**src/rtl/pipe_pkg.sv**
```systemverilog
// Shared constants for the pipe obstacle scheduler: state codes,
// coordinate widths, default geometry and the LFSR polynomial.
package pipe_pkg;

  localparam int XW = 11;
  localparam int YW = 10;

  localparam logic [2:0] ST_IDLE  = 3'd0;
  localparam logic [2:0] ST_LOAD  = 3'd1;
  localparam logic [2:0] ST_RUN   = 3'd2;
  localparam logic [2:0] ST_FETCH = 3'd3;
  localparam logic [2:0] ST_PAUSE = 3'd4;

  localparam int DEF_SPAWN_X = 640;
  localparam int DEF_SPACING = 220;
  localparam int DEF_PIPE_W  = 60;
  localparam int DEF_BIRD_X  = 200;

  // x^8+x^6+x^5+x^4+1 as bit taps 7,5,4,3
  localparam logic [7:0] LFSR_TAPS = 8'hB8;

  function automatic logic [7:0] lfsr_next(
    input logic [7:0] q
  );
    return {q[6:0], ^(q & LFSR_TAPS)};
  endfunction

endpackage

```
**src/rtl/pipe_lfsr8.sv**
```systemverilog
// Free-running 8-bit Fibonacci LFSR, reusable by any game element
// that needs a cheap pseudo-random source.
module pipe_lfsr8
  import pipe_pkg::*;
#(
  parameter logic [7:0] SEED = 8'hA5
) (
  input  logic       clk,
  input  logic       rst,
  output logic [7:0] q
);

  always_ff @(posedge clk) begin
    if (rst) q <= SEED;
    else     q <= lfsr_next(q);
  end

endmodule

```
**src/rtl/pipe_scheduler.sv**
```systemverilog
// Scrolls, retires and respawns three pipes; sequences the height ROM.
// Define SPEED_RAMP_EN to raise the scroll speed every 8 pipes passed.
module pipe_scheduler
  import pipe_pkg::*;
#(
  parameter int         SPAWN_X   = DEF_SPAWN_X,
  parameter int         SPACING   = DEF_SPACING,
  parameter int         PIPE_W    = DEF_PIPE_W,
  parameter int         SPEED     = 2,
  parameter int         BIRD_X    = DEF_BIRD_X,
  parameter logic [7:0] LFSR_SEED = 8'hA5
) (
  input  logic                 clk,
  input  logic                 rst,
  input  logic                 run,
  input  logic                 frame_tick,
  output logic [1:0]           rom_index,
  input  logic [YW-1:0]        rom_y,
  output logic signed [XW-1:0] pipe_x0,
  output logic signed [XW-1:0] pipe_x1,
  output logic signed [XW-1:0] pipe_x2,
  output logic [YW-1:0]        pipe_y0,
  output logic [YW-1:0]        pipe_y1,
  output logic [YW-1:0]        pipe_y2,
  output logic [2:0]           pipe_valid,
  output logic                 score_pulse,
  output logic                 busy
);

  localparam logic signed [XW-1:0] NEG_W =
    XW'(-PIPE_W);
  localparam logic signed [XW-1:0] WRAP =
    XW'(3 * SPACING);
  // crossing tested on the left edge so x+W never overflows
  localparam logic signed [XW-1:0] EDGE =
    XW'(BIRD_X - PIPE_W);

  logic [2:0]           state;
  logic [1:0]           slot;
  logic                 phase;
  logic                 pending;
  logic [7:0]           lfsr;
  logic                 unused_lfsr;
  logic signed [XW-1:0] px [3];
  logic [YW-1:0]        py [3];
  logic signed [XW-1:0] nx [3];
  logic signed [XW-1:0] step;
  logic                 ret_any;
  logic [1:0]           ret_slot;
  logic                 any_cross;
  logic                 tick_due;

  pipe_lfsr8 #(
    .SEED (LFSR_SEED)
  ) u_lfsr (
    .clk (clk),
    .rst (rst),
    .q   (lfsr)
  );

  assign unused_lfsr = ^lfsr[7:2];

  assign tick_due = (state == ST_RUN) && run
                 && (frame_tick || pending);

`ifdef SPEED_RAMP_EN
  logic [2:0] passed;
  logic [3:0] speed;

  always_ff @(posedge clk) begin
    if (rst) begin
      passed <= '0;
      speed  <= 4'(SPEED);
    end else if (tick_due && any_cross) begin
      passed <= passed + 3'd1;
      if (passed == 3'd7 && speed < 4'd7)
        speed <= speed + 4'd1;
    end
  end

  assign step = {{(XW-4){1'b0}}, speed};
`else
  assign step = XW'(SPEED);
`endif

  always_comb begin
    ret_any   = 1'b0;
    ret_slot  = 2'd0;
    any_cross = 1'b0;
    for (int i = 0; i < 3; i++) begin
      nx[i] = px[i] - step;
      if (nx[i] <= NEG_W && !ret_any) begin
        ret_any  = 1'b1;
        ret_slot = 2'(i);
      end
      if (px[i] > EDGE && nx[i] <= EDGE)
        any_cross = 1'b1;
    end
  end

  always_ff @(posedge clk) begin
    if (rst) begin
      state       <= ST_IDLE;
      slot        <= 2'd0;
      phase       <= 1'b0;
      pending     <= 1'b0;
      rom_index   <= 2'd0;
      score_pulse <= 1'b0;
      pipe_valid  <= 3'b000;
      px[0]       <= XW'(SPAWN_X);
      px[1]       <= XW'(SPAWN_X + SPACING);
      px[2]       <= XW'(SPAWN_X + 2 * SPACING);
      for (int i = 0; i < 3; i++)
        py[i] <= '0;
    end else begin
      score_pulse <= 1'b0;
      unique case (state)
        ST_IDLE: begin
          if (run) begin
            state <= ST_LOAD;
            slot  <= 2'd0;
            phase <= 1'b0;
          end
        end
        ST_LOAD, ST_FETCH: begin
          if (frame_tick) pending <= 1'b1;
          if (!phase) begin
            rom_index <= lfsr[1:0];
            phase     <= 1'b1;
          end else begin
            py[slot]         <= rom_y;
            pipe_valid[slot] <= 1'b1;
            phase            <= 1'b0;
            if (state == ST_LOAD && slot != 2'd2)
              slot <= slot + 2'd1;
            else
              state <= ST_RUN;
          end
        end
        ST_RUN: begin
          if (!run) begin
            state <= ST_PAUSE;
            if (frame_tick) pending <= 1'b1;
          end else if (tick_due) begin
            pending     <= 1'b0;
            score_pulse <= any_cross;
            for (int i = 0; i < 3; i++)
              px[i] <= (ret_any && ret_slot == 2'(i))
                     ? nx[i] + WRAP : nx[i];
            if (ret_any) begin
              state <= ST_FETCH;
              slot  <= ret_slot;
              phase <= 1'b0;
            end
          end
        end
        ST_PAUSE: begin
          if (frame_tick) pending <= 1'b1;
          if (run) state <= ST_RUN;
        end
        default: state <= ST_IDLE;
      endcase
    end
  end

  assign pipe_x0 = px[0];
  assign pipe_x1 = px[1];
  assign pipe_x2 = px[2];
  assign pipe_y0 = py[0];
  assign pipe_y1 = py[1];
  assign pipe_y2 = py[2];
  assign busy    = (state == ST_LOAD)
                || (state == ST_FETCH);

endmodule

```
**config.mk**
```make
export PLATFORM = sky130hd
export DESIGN_NAME = pipe_scheduler
export DESIGN_NICKNAME = d
export VERILOG_FILES = /design/src/rtl/pipe_pkg.sv /design/src/rtl/pipe_lfsr8.sv /design/src/rtl/pipe_scheduler.sv
export SDC_FILE = /design/constraint.sdc
export NUM_CORES = 1
export LEC_CHECK = 0
export ABC_AREA = 1
export BUFFER_PORTS_ARGS = -buffer_cell sky130_fd_sc_hd__buf_4
export CORE_ASPECT_RATIO = 2
export CORE_MARGIN = 2
export CORE_UTILIZATION = 25
export CTS_CLUSTER_DIAMETER = 60
export CTS_CLUSTER_SIZE = 30
export DETAILED_ROUTE_END_ITERATION = 8
export PLACE_DENSITY = 0.41
export SYNTH_ARGS = -nofsm -noshare
export SYNTH_HDL_FRONTEND = slang
export SYNTH_HIERARCHICAL = 1
export SYNTH_SLANG_ARGS = --single-unit
```
**constraint.sdc**
```tcl
create_clock -name clk -period 2.1 [get_ports clk]
set_input_delay 0.21 -clock clk [delete_from_list [all_inputs] [get_ports clk]]
set_output_delay 0.21 -clock clk [all_outputs]
set_load 0.05 [all_outputs]
```
# Word level (Yosys, flattened, before mapping)
# Memories as Yosys holds them, arrays and structs flattened.
# Index checks and enable logic that the tools add are counted.
dict set report totals {
  memories 2
  input_bits 14
  reg_bits 21
  ram_bits 63
  rom_bits 0
  latch_bits 0
}
# name depth width read_ports rd_ports_with_merged_regs wr line_no
set mem_list {}
lappend mem_list {px 3 11 3 0 3 pipe_scheduler.sv:44} ;# logic signed [XW-1:0] px [3];
lappend mem_list {py 3 10 3 0 3 pipe_scheduler.sv:45} ;# logic [YW-1:0] py [3];
dict set report classes {
  multipliers 0
  shifts 0
  eq_ne 17
  n_lt_le_gt_ge 11
  n_addsub 7
  n_reduce_logical 31
  mux 55
  div 0
  n_bitwise 8
}
# cell count
set op_table {}
lappend op_table {{11-bit 2-to-1 mux} 6}
lappend op_table {{11-bit adder, second input constant} 3}
lappend op_table {{11-bit by 9-bit greater-than comparator with 1-bit output, second input constant} 3}
lappend op_table {{11-bit by 7-bit less-or-equal comparator with 1-bit output, second input constant} 3}
lappend op_table {{11-bit by 9-bit less-or-equal comparator with 1-bit output, second input constant} 3}
lappend op_table {{11-bit by 3-bit subtractor with 11-bit output, second input constant} 3}
lappend op_table {{1-bit 2-to-1 mux} 28}
lappend op_table {{3-bit 2-to-1 mux} 7}
lappend op_table {{2-bit != test, second input constant} 9}
lappend op_table {{2-bit 2-to-1 mux} 8}
lappend op_table {{1-bit logical AND} 12}
lappend op_table {{3-bit case mux with 4 select lines} 1}
lappend op_table {{10-bit 2-to-1 mux} 1}
lappend op_table {{10-bit OR reduction} 1}
lappend op_table {{8-bit XOR reduction} 1}
lappend op_table {{7-bit AND reduction} 1}
lappend op_table {{3-bit by 2-bit == test with 1-bit output, second input constant} 2}
lappend op_table {{3-bit != test, second input constant} 2}
lappend op_table {{2-bit case mux with 3 select lines} 1}
lappend op_table {{2-bit AND reduction} 3}
lappend op_table {{6-bit AND reduction} 1}
lappend op_table {{5-bit AND reduction} 1}
lappend op_table {{1-bit inverter} 4}
lappend op_table {{4-bit OR reduction} 1}
lappend op_table {{20 further kinds} 24}

# Depth between registers and ports, before layout
# Gate-level depths: netlist (run 1).
# An unclocked memory read counts as a cell.
dict set report logic_depth {
  word_depth 14
  ltp_mapped 17
  depth_no_buf 17
}

# Cells and area by module
# Netlist (run 1), hierarchy kept.
# mod cells_per_inst seq_area_each_um2 area_each_um2 instances
set by_module_without_submodules {}
lappend by_module_without_submodules {pipe_scheduler 559 2062.0 4414.2 1}
lappend by_module_without_submodules {pipe_lfsr8 37 160.2 275.3 1}

# Worst setup path after synthesis (run 1)
# No wires, ideal clock.
dict set report synth_path {
  path_type {register to register}
  from {memory px[0][1]}
  to {memory px[2][5], in the netlist px[0][27] (data pin)}
  path_slack_ns -0.487
  synth_period_minus_slack_ns 2.587
  arrival_time_ns 2.328
  stages_incl_launch_ff 16
  cell_sequence {edfxtp_1 > inv_1 > ha_1 > inv_1 > nor2_1 > nand3_1 > nand2_1 > nor2_4 > nand3_2 > nand2_2 > buf_6 > nand3_4 > inv_4 > nand2_1 > a21oi_1 > o21ai_1}
}
# element line_no
set synth_rtl {}
lappend synth_rtl {{start: declaration} pipe_scheduler.sv:44}

==> impl_metrics.py, run 1 <==
metrics = {
    "outcome": {
        "status": "complete, but fails checks",
        "violations": "negative setup slack",
    },
    "grt": {
        "gr-total-overflow": 0,
        "grt_pass1_wl_um": 24700,
        "track_usage_pct": 16.1,
        "grt_max_degree": 31,
        "antenna_found_initial": 0,
        "grt_pass1_vias": 5159,
    },
    "critical_path": {
        "cp_max_fo": 12,
        "critPathLaunch": "px[0][2]$_SDFFCE_PN0P_",
        "start_kind": "flop",
        "ff2ff_path_depth": 14,
        "r2r_end": "px[0][18]$_SDFFCE_PN0P_",
        "required_ns": 2.19,
        "end_kind": "flop",
        "cp.arrival_ns": 2.33,
        "rr_startpoint": "px[0][2]$_SDFFCE_PN0P_",
        "reg2reg_slack_ns": -0.14,
        "critical_path_class": "flop to flop",
        "crit_path_end": "px[0][18]$_SDFFCE_PN0P_",
    },
    "min_path": {
        "hold_class": "input port to flop",
        "min_from": "run",
    },
    "pwr": {
        "p_clk_share_pct": 34.7,
        "ir_drop_uv": 587,
        "swShare_pct": 33.1,
        "combPwrFrac_pct": 30.8,
        "power.leakage_nw": 3.39,
        "power.density_mw_per_mm2": 761,
        "p_switching_w": 0.00188,
        "p_seq_share_pct": 34.4,
        "p_int_w": 0.00380,
        "p_total_w": 0.00568,
    },
    "finish": {
        "drive_above_1_share_pct": 44.1,
        "area_growth_pct": 59.0,
        "regArea_mm2": 0.00222,
        "final_util_pct": 40.7,
        "fillers": 1839,
        "antenna_cells": 0,
        "multiInputGateArea_mm2": 0.00259,
        "nNetsFinal": 840,
        "fin_cells": 1032,
    },
    "sta": {
        "final_max_slew_viol_count": 0,
        "skew_ns": 0.00916,
        "fin_crit_sh_pct": 106,
        "setup_viol": 26,
        "layout_min_cycle_time_ns": 2.24,
        "setup_slack_ns": -0.136,
        "rsz0062_at_grt": "true",
        "hold_ws_ns": 0.0496,
        "fmax_mhz": 447,
        "hold_violations": 0,
    },
    "floorplan": {
        "die_x_um": 101,
        "start_util_pct": 25.6,
        "row_count": 70,
        "dieHeight_um": 198,
        "die_area_mm2": 0.0199,
        "ioPinCount": 84,
        "coreArea_mm2": 0.0183,
    },
    "drt": {
        "drtAntennaViolNets": 0,
        "num_vias": 4729,
        "wl_met3_um": 503,
        "totalWireLength_um": 15600,
        "drt_pass1_iterations": 4,
        "drtIter0Drc": 111,
        "via_per_inst": 4.58,
        "drc": 0,
        "met1_length_um": 5100,
        "top_layer_used": "met4",
        "wl_met2_um": 9550,
        "wl_per_cell_um": 15.1,
    },
    "yosys": {
        "synthFlopType": "edfxtp_1",
        "synth.distinct_cells": 43,
        "yosysMostFrequentCell": "nand2_1",
        "synth_cells": 596,
        "synth.avg_cell_area_um2": 7.87,
        "synth-edff-count": 60,
        "async_flop_share_pct": 0,
        "ys_seq_elements": 81,
        "synthTopCellsByArea": "edfxtp_1 (38%), nand2_1 (11%), dfxtp_1 (9.0%), nor2_1 (8.1%), inv_1 (6.6%)",
        "yosys.area.top_type_share_pct": 38.4,
        "yosysSeqAreaShare_pct": 47.4,
        "yosys_warnings": 6,
        "synthTopCellsByCount": "nand2_1 (134), nor2_1 (101), inv_1 (83)",
        "synth_area_leader_cell": "edfxtp_1",
        "syn_area_mm2": 0.00469,
    },
    "clock_tree": {
        "cts_tree": "built",
        "cts.sinks": 81,
        "cts-root-buf": "clkbuf_16",
        "clk_pin_slew_worst_paths_ns": 0.07,
        "h-tree-depth": 3,
        "clock_latency_ns": 0.34,
        "numCtsBuffers": 9,
        "clk_path_buf_depth": 2,
    },
    "placed_design": {
        "dp.cells": 993,
        "gp_congestion": 0.827,
        "pre_cts_slack_ns": -0.306,
        "hpwl_um": 11900,
        "io_buffer_count": 80,
    },
    "flow_run": {
        "maxCapViolCount": 0,
    },
}
## cells by family (layout without fill, tap and decap cells)
logic type,count (synthesis),after routing,synth area share (%)
AND/OR/NAND/NOR,318,319,29.7
XOR/XNOR,5,5,0.934
other,1,3,0.0800
flip-flops,81,81,47.4
AO/OA/AOI/OAI,78,78,9.47
buffers and inverters,98,315,8.46
adder cells (fa/ha/maj),15,15,4.00
## layer usage
layer  GRT usage (%)  vias to the layer above
li1                -                     2372
met1            13.9                     2241
met2            33.6                       87
met3            3.00                       29
met4            6.90                        0
met5               0                        -
## critical path, stage by stage, from the launching register on
cell,delay (ns)
edfxtp_1,0.46
inv_2,0.11
ha_4,0.15
inv_2,0.04
nor2_4,0.14
nand2_1,0.07
nand2_1,0.07
nand2_2,0.08
nor2_4,0.12
nand3_4,0.09
nand2_4,0.10
nand3_4,0.17
buf_4,0.19
nor3_1,0.15
nor2_1,0.07
## stage by stage
step | TNS, ns | instance area [µm²]
2_1_floorplan | -5.87 | 4790
3_3_place_gp | -3.30 | 6440
3_5_place_dp | -4.84 | 6440
4_1_cts | -1.82 | 7130
5_1_grt | -6.53 | 7460
6_report | -1.75 | 7460
## sequential cells by signal (all words and copies together) (netlist names)
register     cells
phase            1
px              30
pipe_valid       3
rom_index        2
slot             2
state            3
u_lfsr/q         8
pending          1
score_pulse      1
py              30
## layout by cell type (no fill, tap or decap), types with 3 or more instances in the layout
cell and n:
buf_4 200, nand2_1 112, nor2_1 87, inv_1 67
edfxtp_1 60, nand3_1 26, nand2_2 24, dfxtp_1 21
inv_2 14, nor2_2 13, o21ai_2 13, o21ai_1 12
a21oi_2 12, a21oi_1 11, nand4_1 10, o21ai_0 10
nor2_4 9, ha_1 9, clkbuf_16 9, buf_6 9
nand3_2 8, nor3_2 6, ha_4 6, inv_4 5
nand3_4 5, nand3b_1 4, a211oi_1 4, bufinv_16 4
nor3_1 3, nand2_4 3, conb_1 3, buf_12 3
## layout make-up
cell class / instances / area share [%]
clock buffers: 9 / 3.02
repair buffers: 212 / 22.3
multi-input cells: 420 / 34.7
flip-flops and latches: 81 / 29.8
well taps: 216 / 3.62
inverters: 87 / 4.65
clock inverters: 7 / 1.90
## repair_timing
item                                    in CTS  in global routing
gates cloned                                 1                  0
buffers inserted                            10                 14
pin swaps                                   29                 34
hold buffers                                 0                  0
resized for setup                           70                 71
endpoints found under the setup margin      31                 33
## how the worst min path moves through the flow
stage	cells after the start	slack [ns]	end
after global routing	2	0.04	state[2]$_SDFFE_PP0P_
final	2	0.05	state[2]$_SDFFE_PP0P_
after floorplan	1	0.28	state[1]$_SDFFE_PP0P_
after CTS	2	0.04	state[2]$_SDFFE_PP0P_
after detailed placement	1	0.39	u_lfsr/q[7]$_SDFF_PP1_
after global placement	1	0.39	u_lfsr/q[7]$_SDFF_PP1_
## power groups by stage
stage,Combinational (W),Clock [W],Sequential [W]
after global placement,0.00153,0,0.00198
after detailed placement,0.00154,0,0.00198
after global routing,0.00191,0.00207,0.00197
final,0.00175,0.00197,0.00196
after floorplan,0.000685,0,0.00227
after CTS,0.00165,0.00202,0.00195
(Power assumes the default switching activity.)
==> inputs of run 2 (changes only) <==
--- a/config.mk
+++ b/config.mk
@@ -5,7 +5,6 @@
 export SDC_FILE = /design/constraint.sdc
 export NUM_CORES = 1
 export LEC_CHECK = 0
-export ABC_AREA = 1
 export BUFFER_PORTS_ARGS = -buffer_cell sky130_fd_sc_hd__buf_4
 export CORE_ASPECT_RATIO = 2
 export CORE_MARGIN = 2
@@ -13,7 +12,8 @@
 export CTS_CLUSTER_DIAMETER = 60
 export CTS_CLUSTER_SIZE = 30
 export DETAILED_ROUTE_END_ITERATION = 8
-export PLACE_DENSITY = 0.41
+export GPL_TIMING_DRIVEN = 0
+export PLACE_DENSITY = 0.44
 export SYNTH_ARGS = -nofsm -noshare
 export SYNTH_HDL_FRONTEND = slang
 export SYNTH_HIERARCHICAL = 1
==> impl_metrics.py, run 2 <==
metrics = {
    "drt": {
        "num_vias": 3988,
        "drt_pass1_iterations": 4,
        "wl_per_cell_um": 17.2,
        "drtIter0Drc": 116,
        "totalWireLength_um": 14200,
        "drc": 0,
        "via_per_inst": 4.81,
        "drtAntennaViolNets": 0,
    },
    "critical_path": {
        "start_kind": "flop",
        "end_kind": "flop",
        "cp.arrival_ns": 3.01,
        "critical_path_class": "flop to flop",
        "required_ns": 2.17,
        "cp_max_fo": 5,
    },
    "min_path": {
        "hold_class": "input port to flop",
    },
    "grt": {
        "grt_pass1_vias": 4151,
        "antenna_found_initial": 0,
        "gr-total-overflow": 0,
        "grt_pass1_wl_um": 21900,
        "track_usage_pct": 14.3,
        "grt_max_degree": 17,
    },
    "clock_tree": {
        "clk_pin_slew_worst_paths_ns": 0.07,
        "cts-root-buf": "clkbuf_16",
        "clk_path_buf_depth": 2,
        "numCtsBuffers": 9,
        "cts_tree": "built",
        "h-tree-depth": 3,
        "cts.sinks": 81,
        "clock_latency_ns": 0.34,
    },
    "floorplan": {
        "coreArea_mm2": 0.0187,
        "dieHeight_um": 198,
        "die_area_mm2": 0.0200,
        "row_count": 71,
        "ioPinCount": 84,
        "start_util_pct": 25.3,
        "die_x_um": 101,
    },
    "sta": {
        "setup_slack_ns": -0.839,
        "hold_violations": 0,
        "rsz0062_at_grt": "true",
        "skew_ns": 0.00744,
        "setup_viol": 32,
        "final_max_slew_viol_count": 0,
        "fmax_mhz": 340,
        "worst_pin_slew_ns": 0.737,
        "layout_min_cycle_time_ns": 2.94,
        "hold_ws_ns": 0.116,
        "slew_headroom_pct": 50.9,
        "fin_crit_sh_pct": 140,
    },
    "yosys": {
        "synthFlopType": "edfxtp_1",
        "synthTopCellsByArea": "edfxtp_1 (38%), dfxtp_1 (8.9%), xnor2_1 (5.0%), and3_1 (4.5%), nor2_1 (4.1%)",
        "synth_cells": 470,
        "syn_area_mm2": 0.00472,
        "async_flop_share_pct": 0,
        "yosysMostFrequentCell": "edfxtp_1",
        "synth_area_leader_cell": "edfxtp_1",
        "yosys_warnings": 6,
        "synth.avg_cell_area_um2": 10.0,
        "synth.distinct_cells": 62,
        "ys_seq_elements": 81,
        "synthTopCellsByCount": "edfxtp_1 (60), nor2_1 (51), and3_1 (34), nand2_1 (34), xnor2_1 (27)",
        "yosysSeqAreaShare_pct": 47.1,
        "yosys.area.top_type_share_pct": 38.2,
        "synth-edff-count": 60,
    },
    "finish": {
        "top_regs": "px (30), py (30), u_lfsr/q (8)",
        "antenna_cells": 0,
        "final_util_pct": 36.9,
        "fillers": 1887,
        "area_growth_pct": 46.1,
        "final_common_cell": "buf_4",
        "mostFrequentLayoutCells": "buf_4 (117), edfxtp_1 (60), nor2_1 (40)",
        "nNetsFinal": 634,
        "drive_above_1_share_pct": 40.2,
        "multiInputGateArea_mm2": 0.00289,
        "regArea_mm2": 0.00222,
    },
    "placed_design": {
        "hpwl_um": 10300,
        "io_buffer_count": 80,
        "pre_cts_slack_ns": -1.07,
        "gp_congestion": 0.802,
    },
    "flow_run": {
        "maxCapViolCount": 0,
    },
    "pwr": {
        "power.leakage_nw": 2.83,
        "power.density_mw_per_mm2": 587,
        "ir_drop_uv": 319,
    },
    "outcome": {
        "violations": "negative setup slack",
        "status": "complete, but fails checks",
    },
}
-- run 2: cell count changes in the layout (fill, tap and decap cells not counted), sizes merged, moves of 11 or more --
cell and delta:
inv -66, nor2b +11, nor2 -58, buf -80
xor2 +19, o21ai -14, xnor2 +24, nand3 -35
clkbuf +16, and3 +34, nand2 -105
-- run 2: worst paths after layout --
path | startpoint | end | slack [ns] | cells past startpoint
setup / recovery | px[0][25]$_SDFFCE_PN1P_ | px[0][29]$_SDFFCE_PN0P_ | -0.84 | 10
hold / removal | rst | u_lfsr/q[4]$_SDFF_PP0_ | 0.12 | 2
setup reg to reg | px[0][25]$_SDFFCE_PN1P_ | px[0][29]$_SDFFCE_PN0P_ | -0.84 | 10
hold reg to reg | u_lfsr/q[6]$_SDFF_PP0_ | u_lfsr/q[7]$_SDFF_PP1_ | 0.42 | 1
-- run 2: report_power, final --
group,switching (W),total [W],internal [W]
Clock,0.000730,0.00156,0.000827
Sequential,0.0000472,0.00182,0.00177
Combinational,0.000412,0.000666,0.000254
-- run 2: through the flow --
step / cell area, µm² / power (W) / TNS (ns) / cells
2_1_floorplan: 4930 / 0.00225 / -21.56 / 472
3_3_place_gp: 5810 / 0.00242 / -38.57 / 771
3_5_place_dp: 5840 / 0.00243 / -28.39 / 772
4_1_cts: 6550 / 0.00406 / -19.48 / 820
5_1_grt: 6890 / 0.00420 / -22.07 / 829
6_report: 6890 / 0.00404 / -18.52 / 829
-- run 2: logic make-up (layout without fill, tap and decap cells) --
group	count (synthesis)	count (layout)	synth area share (%)
compound gates	83	83	12.3
xor+xnor	48	48	8.91
fa+ha+maj	15	15	3.98
buf+inv	43	181	4.01
flops	81	81	47.1
mux	4	4	0.849
other cells	1	3	0.0795
simple gates	195	195	22.7
-- run 2: what timing repair did --
item                                    in CTS  in global routing
hold buffers                                 0                  0
gates resized for setup                     32                 52
pin swaps                                   10                 23
buffers inserted                            33                 12
hold endpoints to repair                     0                  0
endpoints found under the setup margin      62                 98
gates cloned                                 1                  0
-- run 2: layout make-up --
cell class	count	area share, %
Timing Repair Buffer	127	14.9
Buffer	21	1.82
Clock buffer	9	3.27
Multi-Input combinational cell	348	42.0
Inverter	17	0.926
Sequential cell	81	32.3
Tap cell	219	3.98
Clock inverter	7	0.872
-- run 2: routing by layer --
metal  global-route usage, %  vias up  wire length (µm)
met5                       0        -                 0
met4                    7.06        0               521
met3                    2.47       31               476
met2                    28.8       94              8460
met1                    13.1     1923              4770
li1                        -     1940                 -
-- run 2: worst max-delay path: stages, from the launching register on --
cell and delay, ns:
edfxtp_1 0.43, or4_4 0.58, buf_6 0.14, o21a_1 0.22, a211oi_4 0.33, a2111oi_4 0.08, nor4b_4 0.38, buf_6 0.18
nor2b_4 0.15, xnor2_2 0.11, nor2_1 0.05
==> inputs of run 3 (changes only) <==
--- a/config.mk
+++ b/config.mk
@@ -8,12 +8,12 @@
 export BUFFER_PORTS_ARGS = -buffer_cell sky130_fd_sc_hd__buf_4
 export CORE_ASPECT_RATIO = 2
 export CORE_MARGIN = 2
-export CORE_UTILIZATION = 25
+export CORE_UTILIZATION = 51
 export CTS_CLUSTER_DIAMETER = 60
 export CTS_CLUSTER_SIZE = 30
 export DETAILED_ROUTE_END_ITERATION = 8
 export GPL_TIMING_DRIVEN = 0
-export PLACE_DENSITY = 0.44
+export PLACE_DENSITY = 0.78
 export SYNTH_ARGS = -nofsm -noshare
 export SYNTH_HDL_FRONTEND = slang
 export SYNTH_HIERARCHICAL = 1
==> impl_metrics.py, run 3 (synthesis results as in run 2) <==
metrics = {
    "sta": {
        "slew_headroom_pct": 48.3,
        "fin_setup_tns_ns": -20.26,
        "worst_pin_slew_ns": 0.773,
        "fmax_mhz": 324,
        "hold_ws_ns": 0.113,
        "setup_slack_ns": -0.986,
        "fin_crit_sh_pct": 147,
        "layout_min_cycle_time_ns": 3.09,
        "skew_ns": 0.00984,
        "final_max_slew_viol_count": 0,
        "rsz0062_at_grt": "true",
        "setup_viol": 32,
        "hold_violations": 0,
    },
    "placed_design": {
        "gp_congestion": 0.899,
        "hpwl_um": 8760,
        "place_area_mm2": 0.00566,
        "io_buffer_count": 80,
    },
    "critical_path": {
        "r2r_end": "px[0][29]$_SDFFCE_PN0P_",
        "required_ns": 2.17,
        "end_kind": "flop",
        "cp_max_fo": 6,
        "critical_path.cell_chain": "or4_4 -> or2_4 -> or3_4 -> a2111oi_4 -> nor4b_2 -> buf_6 -> nor2b_4 -> xnor2_1 -> nor2_1",
        "critical_path_class": "flop to flop",
        "start_kind": "flop",
        "ff2ff_path_depth": 9,
        "reg2reg_slack_ns": -0.99,
        "max_stage_delay_ns": 0.58,
        "cpMaxStageDelayCell": "or4_4",
        "cp.arrival_ns": 3.15,
        "rr_startpoint": "px[0][25]$_SDFFCE_PN1P_",
    },
    "drt": {
        "num_vias": 4399,
        "drtAntennaViolNets": 0,
        "drtIter0Drc": 386,
        "totalWireLength_um": 15000,
        "drc": 0,
        "wl_per_cell_um": 20.5,
        "drt_pass1_iterations": 4,
        "via_per_inst": 5.99,
    },
    "clock_tree": {
        "cts.sinks": 81,
        "clk_pin_slew_worst_paths_ns": 0.07,
        "h-tree-depth": 3,
        "numCtsBuffers": 9,
        "clk_path_buf_depth": 2,
        "cts-root-buf": "clkbuf_16",
        "clock_latency_ns": 0.34,
        "cts_tree": "built",
    },
    "floorplan": {
        "ioPinCount": 84,
        "coreArea_mm2": 0.00901,
        "die_area_mm2": 0.0101,
        "row_count": 49,
        "dieHeight_um": 140,
        "die_x_um": 72.0,
        "start_util_pct": 52.3,
    },
    "finish": {
        "drive_above_1_share_pct": 45.8,
        "mostFrequentLayoutCells": "buf_4 (137), edfxtp_1 (60), nor2_1 (40)",
        "regArea_mm2": 0.00222,
        "final_cell_area_mm2": 0.00707,
        "multiInputGateArea_mm2": 0.00303,
        "antenna_cells": 0,
        "top_regs": "px (30), py (30), u_lfsr/q (8)",
        "fillers": 495,
        "area_growth_pct": 50.0,
        "nNetsFinal": 657,
        "final_common_cell": "buf_4",
    },
    "grt": {
        "gr-total-overflow": 0,
        "grt_pass1_wl_um": 21100,
        "track_usage_pct": 27.2,
        "antenna_found_initial": 0,
        "grt_pass1_vias": 4387,
        "grt_max_degree": 31,
    },
    "pwr": {
        "power.density_mw_per_mm2": 573,
        "power.leakage_nw": 2.95,
        "ir_drop_uv": 642,
    },
    "min_path": {
        "hold_class": "input port to flop",
        "min_to": "pending$_SDFFE_PP0P_",
        "holdPathStages": 2,
        "min_from": "run",
    },
    "outcome": {
        "violations": "negative setup slack",
        "status": "complete, but fails checks",
    },
    "flow_run": {
        "maxCapViolCount": 0,
    },
}
-- run 3: area by class of cell --
cell class	instances	area share, %
well taps	102	1.80
flip-flops and latches	81	31.4
plain buffers	18	1.45
repair buffers	153	17.5
multi-input cells	348	42.8
inverters	17	0.902
clock inverters	7	0.849
clock buffers	9	3.18
-- run 3: per-stage QoR --
step	cells	worst slack [ns]	total power, W	utilization, %
6_report	735	-0.986	0.00405	78.5
5_1_grt	735	-1.04	0.00417	78.5
4_1_cts	708	-0.844	0.00397	72.4
3_5_place_dp	654	-1.00	0.00242	62.8
3_3_place_gp	654	-1.06	0.00240	62.8
2_1_floorplan	472	-0.994	0.00225	-
-- run 3: timing repair --
item | 4_1_cts | 5_1_grt
hold buffers | 0 | 0
pin swaps | 34 | 37
setup buffers | 42 | 32
endpoints found under the setup margin | 62 | 62
resized for setup | 52 | 63
-- run 3: how the worst max path moves through the flow --
stage / from / to / cells after the start
final: px[0][25]$_SDFFCE_PN1P_ / px[0][29]$_SDFFCE_PN0P_ / 9
after global routing: px[0][25]$_SDFFCE_PN1P_ / px[0][29]$_SDFFCE_PN0P_ / 9
after CTS: px[0][25]$_SDFFCE_PN1P_ / px[0][25]$_SDFFCE_PN1P_ / 9
after detailed placement: px[0][25]$_SDFFCE_PN1P_ / px[0][29]$_SDFFCE_PN0P_ / 9
after global placement: px[0][25]$_SDFFCE_PN1P_ / px[0][29]$_SDFFCE_PN0P_ / 9
after floorplan: px[0][23]$_SDFFCE_PN0P_ / px[0][29]$_SDFFCE_PN0P_ / 11
-- run 3: critical path, delay by kind of cell (launching register included) --
kind,cells,cell delay [ns]
DFF,1,0.42
AOI/OAI and AO/OA,1,0.43
xor gates and xnor gates,1,0.18
and+or+nand+nor,6,1.61
buffers and inverters,1,0.16
-- run 3: layer usage --
metal  global-route usage (%)  wire length [µm]  up-vias  part of all wire (%)
met5                        0                 0        -                     0
met4                     15.8               807        0                   5.4
met3                     5.04               695       63                   4.6
met2                     50.9              8400      196                    56
met1                     26.6              5130     2148                    34
li1                         -                 -     1992                     -
-- run 3: report_power, final --
part           switching (W)  total [W]  internal, W
Combinational       0.000438   0.000714     0.000276
Clock               0.000696    0.00152     0.000822
Sequential         0.0000500    0.00182      0.00177
